==> src/rtl/viterbi_frame_ctrl_if.sv <==
// Controller-side bundle for the Viterbi frame sequencer: deinterleaver symbol
// handshake, PMU enable/clear, TBU launch/done and frame status.
interface viterbi_frame_ctrl_if #(
  parameter int LEN_W = 12
);
  logic             iStart;
  logic [LEN_W-1:0] iFrameLen;
  logic             iSymValid;
  logic             oSymReady;
  logic             oPmuEN;
  logic             oPmuClr;
  logic             iMinFound;
  logic             oTbStart;
  logic             oTbFinal;
  logic             iTbDone;
  logic [LEN_W-1:0] oSymCount;
  logic             oBusy;
  logic             oDone;
  logic             oErr;

  modport slave (
    input  iStart, iFrameLen, iSymValid, iMinFound, iTbDone,
    output oSymReady, oPmuEN, oPmuClr, oTbStart, oTbFinal, oSymCount,
           oBusy, oDone, oErr
  );

  modport master (
    output iStart, iFrameLen, iSymValid, iMinFound, iTbDone,
    input  oSymReady, oPmuEN, oPmuClr, oTbStart, oTbFinal, oSymCount,
           oBusy, oDone, oErr
  );
endinterface

==> src/rtl/viterbi_frame_ctrl.sv <==
// Frame-level sequencer for the 64-state K=7 Viterbi decoder: gates symbol
// intake, clears path metrics, launches tracebacks and closes each frame.
module viterbi_frame_ctrl #(
  parameter int LEN_W      = 12,
  parameter int TB_TIMEOUT = 255
) (
  input logic              iClk,
  input logic              iRst_n,
  viterbi_frame_ctrl_if.slave bus
);

  localparam int TO_W = 8;

  typedef enum logic [2:0] {
    IDLE,
    CLEAR,
    RUN,
    DRAIN,
    FINAL_TB,
    DONE
  } stateT;

  stateT            state;
  stateT            stateNxt;
  logic [LEN_W-1:0] lenQ;
  logic [LEN_W-1:0] symCount;
  logic             tbBusy;
  logic [TO_W-1:0]  toCnt;
  logic             tbStartQ;
  logic             tbFinalQ;
  logic             errQ;

  logic startOk;
  logic symReady;
  logic symFire;
  logic lastSym;
  logic launchMin;
  logic launchFinal;
  logic overrun;
  logic toRun;
  logic timeout;

  assign startOk   = (state == IDLE) && bus.iStart && (bus.iFrameLen != '0);
  assign symReady  = (state == RUN) && !tbStartQ;
  assign symFire   = symReady && bus.iSymValid;
  assign lastSym   = symFire && ((symCount + LEN_W'(1)) == lenQ);
  assign launchMin = bus.iMinFound && ((state == RUN) || (state == DRAIN));
  // A done coinciding with a new launch is not an overrun: the new launch wins.
  assign overrun   = launchMin && tbBusy && !bus.iTbDone;
  assign toRun     = tbBusy || (state == FINAL_TB);
  assign timeout   = toRun && !bus.iTbDone && !launchMin &&
                     (toCnt == TO_W'(TB_TIMEOUT - 1));

  // NOTE: state and data registers use non-blocking assignments so every
  // flop samples the pre-edge values, independent of process ordering.
  always_ff @(posedge iClk or negedge iRst_n) begin
    if (!iRst_n) state <= IDLE;
    else         state <= stateNxt;
  end

  // NOTE: every output of this block gets a default first, so no path can
  // leave a signal unassigned and infer a latch.
  always_comb begin
    stateNxt    = state;
    launchFinal = 1'b0;
    case (state)
      IDLE:     if (startOk) stateNxt = CLEAR;
      CLEAR:    stateNxt = RUN;
      RUN:      if (lastSym) stateNxt = DRAIN;
      DRAIN: begin
        if (!tbBusy && !bus.iMinFound) begin
          launchFinal = 1'b1;
          stateNxt    = FINAL_TB;
        end
      end
      FINAL_TB: if (bus.iTbDone || timeout) stateNxt = DONE;
      DONE:     stateNxt = IDLE;
      default:  stateNxt = IDLE;
    endcase
  end

  always_ff @(posedge iClk or negedge iRst_n) begin
    if (!iRst_n) begin
      lenQ     <= '0;
      symCount <= '0;
      tbBusy   <= 1'b0;
      toCnt    <= '0;
      tbStartQ <= 1'b0;
      tbFinalQ <= 1'b0;
      errQ     <= 1'b0;
    end else begin
      tbStartQ <= launchMin || launchFinal;
      tbFinalQ <= launchFinal;

      if (startOk) begin
        lenQ     <= bus.iFrameLen;
        symCount <= '0;
      end else if (symFire) begin
        symCount <= symCount + LEN_W'(1);
      end

      // A timed-out traceback is abandoned so DRAIN cannot wait on it forever.
      if (startOk)                      tbBusy <= 1'b0;
      else if (launchMin)               tbBusy <= 1'b1;
      else if (bus.iTbDone || timeout)  tbBusy <= 1'b0;

      if (!toRun || bus.iTbDone || launchMin || timeout) toCnt <= '0;
      else                                               toCnt <= toCnt + TO_W'(1);

      if (startOk)                 errQ <= 1'b0;
      else if (overrun || timeout) errQ <= 1'b1;
    end
  end

  assign bus.oSymReady = symReady;
  assign bus.oPmuEN    = symFire;
  assign bus.oPmuClr   = (state == CLEAR);
  assign bus.oTbStart  = tbStartQ;
  assign bus.oTbFinal  = tbFinalQ;
  assign bus.oSymCount = symCount;
  assign bus.oBusy     = (state != IDLE);
  assign bus.oDone     = (state == DONE);
  assign bus.oErr      = errQ;

endmodule

==> src/flat_wrapper.sv <==
// flat-port wrapper written by rule: the top's interface ports become plain ports
module viterbi_frame_ctrl_flat 
#(
  parameter int LEN_W      = 12,
  parameter int TB_TIMEOUT = 255
)
  (iClk, iRst_n, bus_iStart, bus_iFrameLen, bus_iSymValid, bus_iMinFound, bus_iTbDone, bus_oSymReady, bus_oPmuEN, bus_oPmuClr, bus_oTbStart, bus_oTbFinal, bus_oSymCount, bus_oBusy, bus_oDone, bus_oErr);
  viterbi_frame_ctrl_if #(.LEN_W(LEN_W)) bus_i ();
  input logic iClk;
  input logic iRst_n;
  input wire logic [$bits(bus_i.iStart)-1:0] bus_iStart;
  input wire logic [$bits(bus_i.iFrameLen)-1:0] bus_iFrameLen;
  input wire logic [$bits(bus_i.iSymValid)-1:0] bus_iSymValid;
  input wire logic [$bits(bus_i.iMinFound)-1:0] bus_iMinFound;
  input wire logic [$bits(bus_i.iTbDone)-1:0] bus_iTbDone;
  output wire logic [$bits(bus_i.oSymReady)-1:0] bus_oSymReady;
  output wire logic [$bits(bus_i.oPmuEN)-1:0] bus_oPmuEN;
  output wire logic [$bits(bus_i.oPmuClr)-1:0] bus_oPmuClr;
  output wire logic [$bits(bus_i.oTbStart)-1:0] bus_oTbStart;
  output wire logic [$bits(bus_i.oTbFinal)-1:0] bus_oTbFinal;
  output wire logic [$bits(bus_i.oSymCount)-1:0] bus_oSymCount;
  output wire logic [$bits(bus_i.oBusy)-1:0] bus_oBusy;
  output wire logic [$bits(bus_i.oDone)-1:0] bus_oDone;
  output wire logic [$bits(bus_i.oErr)-1:0] bus_oErr;
  assign bus_i.iStart = bus_iStart;
  assign bus_i.iFrameLen = bus_iFrameLen;
  assign bus_i.iSymValid = bus_iSymValid;
  assign bus_i.iMinFound = bus_iMinFound;
  assign bus_i.iTbDone = bus_iTbDone;
  assign bus_oSymReady = bus_i.oSymReady;
  assign bus_oPmuEN = bus_i.oPmuEN;
  assign bus_oPmuClr = bus_i.oPmuClr;
  assign bus_oTbStart = bus_i.oTbStart;
  assign bus_oTbFinal = bus_i.oTbFinal;
  assign bus_oSymCount = bus_i.oSymCount;
  assign bus_oBusy = bus_i.oBusy;
  assign bus_oDone = bus_i.oDone;
  assign bus_oErr = bus_i.oErr;
  viterbi_frame_ctrl #(.LEN_W(LEN_W), .TB_TIMEOUT(TB_TIMEOUT)) u_core (.iClk(iClk), .iRst_n(iRst_n), .bus(bus_i));
endmodule
==> config.mk <==
export PLATFORM = sky130hd
export DESIGN_NAME = viterbi_frame_ctrl_flat
export DESIGN_NICKNAME = d
export VERILOG_FILES = /design/src/rtl/viterbi_frame_ctrl_if.sv /design/src/rtl/viterbi_frame_ctrl.sv /design/src/flat_wrapper.sv
export SDC_FILE = /design/constraint.sdc
export NUM_CORES = 1
export LEC_CHECK = 0
export CAP_MARGIN = 20
export CORE_UTILIZATION = 40
export DETAILED_ROUTE_END_ITERATION = 6
export PLACE_DENSITY_LB_ADDON = 0.12
export SLEW_MARGIN = 30
export SYNTH_ARGS = -nofsm -noshare
export SYNTH_HDL_FRONTEND = slang
export SYNTH_SLANG_ARGS = --single-unit
==> constraint.sdc <==
create_clock -name iClk -period 5.7 [get_ports iClk]
set_input_delay 1.425 -clock iClk [delete_from_list [all_inputs] [get_ports iClk]]
set_output_delay 1.425 -clock iClk [all_outputs]
set_load 0.01 [all_outputs]
==> results.md <==
* Drt wl/cell at 14.4 um
* Number of ports placed on the die boundary at 38
* Routability cong. at around 0.80
* Number of warnings reported in the yosys synthesis log at 0
* Cell count of the worst reg-to-reg path at 6
* Mapped Nets at 227
* Worst Skew at about 6.4 ps
* Residual DRC count at 0
* Pwr Density at between 300 and 400 nW/um2
* Max-cap check violation count at 0
* HPWL after detailed placement at about 3300 um
* Mean number of vias per cell at 5.23
* Max Transition Viols Final at 0
* Share of Yosys cell area claimed by the top area cell type at 0.466
* Maximum level of the CTS H-tree at 2
* Grt met1 use at 0.262
* Maximum buffer depth of the clock tree at 2
* Post-synthesis area per instance at ~10 um2
* DR pass1 iterations at 4
* Critical Path Fanout Max at 15
* Synth cell types at 41
* Synthesized-area fraction occupied by xor and xnor cells at 0.105
* Cell accounting for the most synthesized area: sky130_fd_sc_hd__dfrtp_1
* Max Freq at around 230 MHz
* Peak ir drop on the vdd network at ~210 uV
* Async set or reset register ratio after synthesis at 1.00
* Port buffer count at 37
* Arr. time, crit path at 2870 ps
* Cell leakage power at ~1.1 nW
* Number of stages on the worst hold path at 1
* Flops & latches, synth at 39
* Antenna fix cells at 0
* Iteration-0 DRC count of the detailed router at about 120
* Final ANT Viol Nets at 0
* Row cnt at 25
* Combinational family with the most area after synthesis: simple AND/OR/NAND/NOR gates
* Category of the critical setup timing path: primary input to output port
* Overall via count from detail_route at approximately 1.6k
* Clock latency on the worst-skew pair at 290 ps
* Initial antenna violation count at 0
* Number of CTS-inserted buffers at 5
* Period utilization at 0.754
* Clock tree from TritonCTS: done
* Summed instance area of the synthesized netlist at about 2100 um2
* Die Outline Area at 5530 um2
* Synth Area in Adders at 0.0239
* Die H at 74.4 um
* Met3 Usage GRT at 0.0556
* Root buffer cell: sky130_fd_sc_hd__clkbuf_8
* Most numerous cell types in the synthesized netlist: sky130_fd_sc_hd__dfrtp_1, sky130_fd_sc_hd__nand2_1, sky130_fd_sc_hd__nor2_1
* Worst-margin pin slew at 755 ps
* Count of nets after finishing at roughly 270
* Synth area leaders: sky130_fd_sc_hd__dfrtp_1, sky130_fd_sc_hd__xnor2_1, sky130_fd_sc_hd__xor2_1, sky130_fd_sc_hd__o21ai_0, sky130_fd_sc_hd__nand2_1
* Met2 demand-to-capacity share in global routing at 0.282
* Number of flops mapped to enable cells by yosys at 0
* CP required at around 4300 ps
* Path class of the lowest-slack min-delay path: flip-flop to flip-flop
* Vias in the first global route at between 1.5k and 2k
* Dominant cell by count in the synthesized netlist: sky130_fd_sc_hd__dfrtp_1
* Number of gates given a new drive strength after cts at 0
* Total routing resource utilization after global routing at 0.188
* P&R area growth vs syn at 25.0%
* Std-Cell Core Area at a little under 5000 um2
* Placement Cell Area at around 2500 um2
* Final number of setup-violating endpoints at 0
* Power Total at a little under 1 mW
* Post-CTS repair timing setup buffer count at 0
* Top_reg_cell synth: sky130_fd_sc_hd__dfrtp_1
* Crit path setup slack, layout at ~1400 ps
* Startpoint of the worst hold path: u_core.lenQ[8]$_DFFE_PN0P_
* Clock transition at the registers of the reported paths at 70 ps
* Most used routing layer in global routing: met2
* Place WS at 1400 ps
* Wire length of the first global-routing pass at approximately 7700 um
* Largest net degree at the start of global routing at 40
* Headroom to the max-slew limit at 0.492
* Effective utilization at floorplan at 0.429
* Complex-gate fraction of the synthesized area at 0.119
* Final Hold Viols at 0
* RSZ-0062 raised after global routing: no
* Final total negative setup slack at 0 ps
* Post-Synth Simple-Gate Area at 0.200
* Worst R2R Start: u_core.state[2]$_DFFE_PN0P_
* Fraction of layout instances using a drive strength above 1 at 0.0806
* Share of cell area taken by muxes after synthesis at 0.0693
* CTS hold repair buffers at 0
* Startpoint kind of the worst setup timing path: primary input
* Crit. End Element: output port
* Core utilization of the finished layout at 0.537
* Register-to-register setup slack at roughly 3300 ps
* Register area share after synthesis at 0.466
* Width of the die at between 70 and 80 um
* Number of fill cells at ~470
* Status: completed
* Final design area excluding fillers at 2620 um2
* Clock period minus worst slack at ~4300 ps
* Cells after Synth at 205
* Routed WL at 4530 um
* Crit path from: bus_iSymValid
* Clock sink count at 39
* Total overflow reported by the global router at 0
## layout make-up
class / instances / area (um2) / share of cell area
Sequential cell: 39 / 976 / 0.373
Clock inverter: 1 / 5.00 / 0.00191
Clock buffer: 7 / 76.3 / 0.0291
Inverter: 3 / 11.3 / 0.00430
Multi-Input combinational cell: 159 / 1080 / 0.414
Tap cell: 67 / 83.8 / 0.0320
Timing Repair Buffer: 39 / 383 / 0.146
## registers in the layout (all words and copies together) (netlist names)
signal                flops
u_core.bus.oTbStart       1
u_core.bus.oErr           1
u_core.bus.oSymCount     12
u_core.lenQ              12
u_core.toCnt              8
u_core.state              3
u_core.tbBusy             1
u_core.bus.oTbFinal       1
## routing by layer
metal  part of all wire  vias up
met3              0.037        7
li1                   -      821
met1               0.49      785
met5                  0        -
met4              0.016        0
met2               0.46       35
## cell families after synthesis
group                      count (synthesis)
and+or+nand+nor                           79
DFF                                       39
AOI/OAI and AO/OA                         38
xor gates and xnor gates                  25
muxes                                     13
buffers and inverters                      7
adders and majority gates                  4
## path summary, 6_finish.rpt
path	endpoint
hold reg to reg	u_core.lenQ[8]$_DFFE_PN0P_
max in group asynchronous	u_core.lenQ[9]$_DFFE_PN0P_
setup reg to reg	u_core.bus.oSymCount[4]$_DFFE_PN0P_
hold / removal	u_core.lenQ[8]$_DFFE_PN0P_
setup / recovery	bus_oPmuEN
min in group asynchronous	u_core.bus.oSymCount[2]$_DFFE_PN0P_
## per-stage QoR
| step | hold slack (ps) | cells |
|---|---|---|
| after floorplan | 478 | 205 |
| after global placement | 494 | 307 |
| after detailed placement | 501 | 307 |
| after CTS | 517 | 315 |
| after global routing | 537 | 315 |
| final | 510 | 315 |
## critical path, stage by stage
cell                              delay [ps]
sky130_fd_sc_hd__clkdlybuf4s50_1         470
sky130_fd_sc_hd__nand2_1                  50
sky130_fd_sc_hd__buf_4                   190
sky130_fd_sc_hd__inv_2                   170
sky130_fd_sc_hd__clkdlybuf4s50_1         570
## placed cells by master (no fill, tap or decap), drive strengths merged, types with 4 or more instances in the layout
cell type / netlist / routed
nor2: 20 / 20
xor2: 11 / 11
o31ai: 6 / 6
nor4: 5 / 5
clkbuf: 2 / 7
o21ai: 18 / 18
xnor2: 14 / 14
nand3: 8 / 8
ha: 4 / 4
clkdlybuf4s50: 0 / 36
mux2: 12 / 12
a21oi: 5 / 5
nor2b: 4 / 4
dfrtp: 39 / 39
nand4: 4 / 4
nand2: 19 / 19
## power by group
group          internal (mW)  switching [mW]
Combinational          0.206           0.173
Sequential             0.349          0.0810
Clock                 0.0858          0.0931
Total                  0.641           0.347
Power figures use the tool's default switching activity.
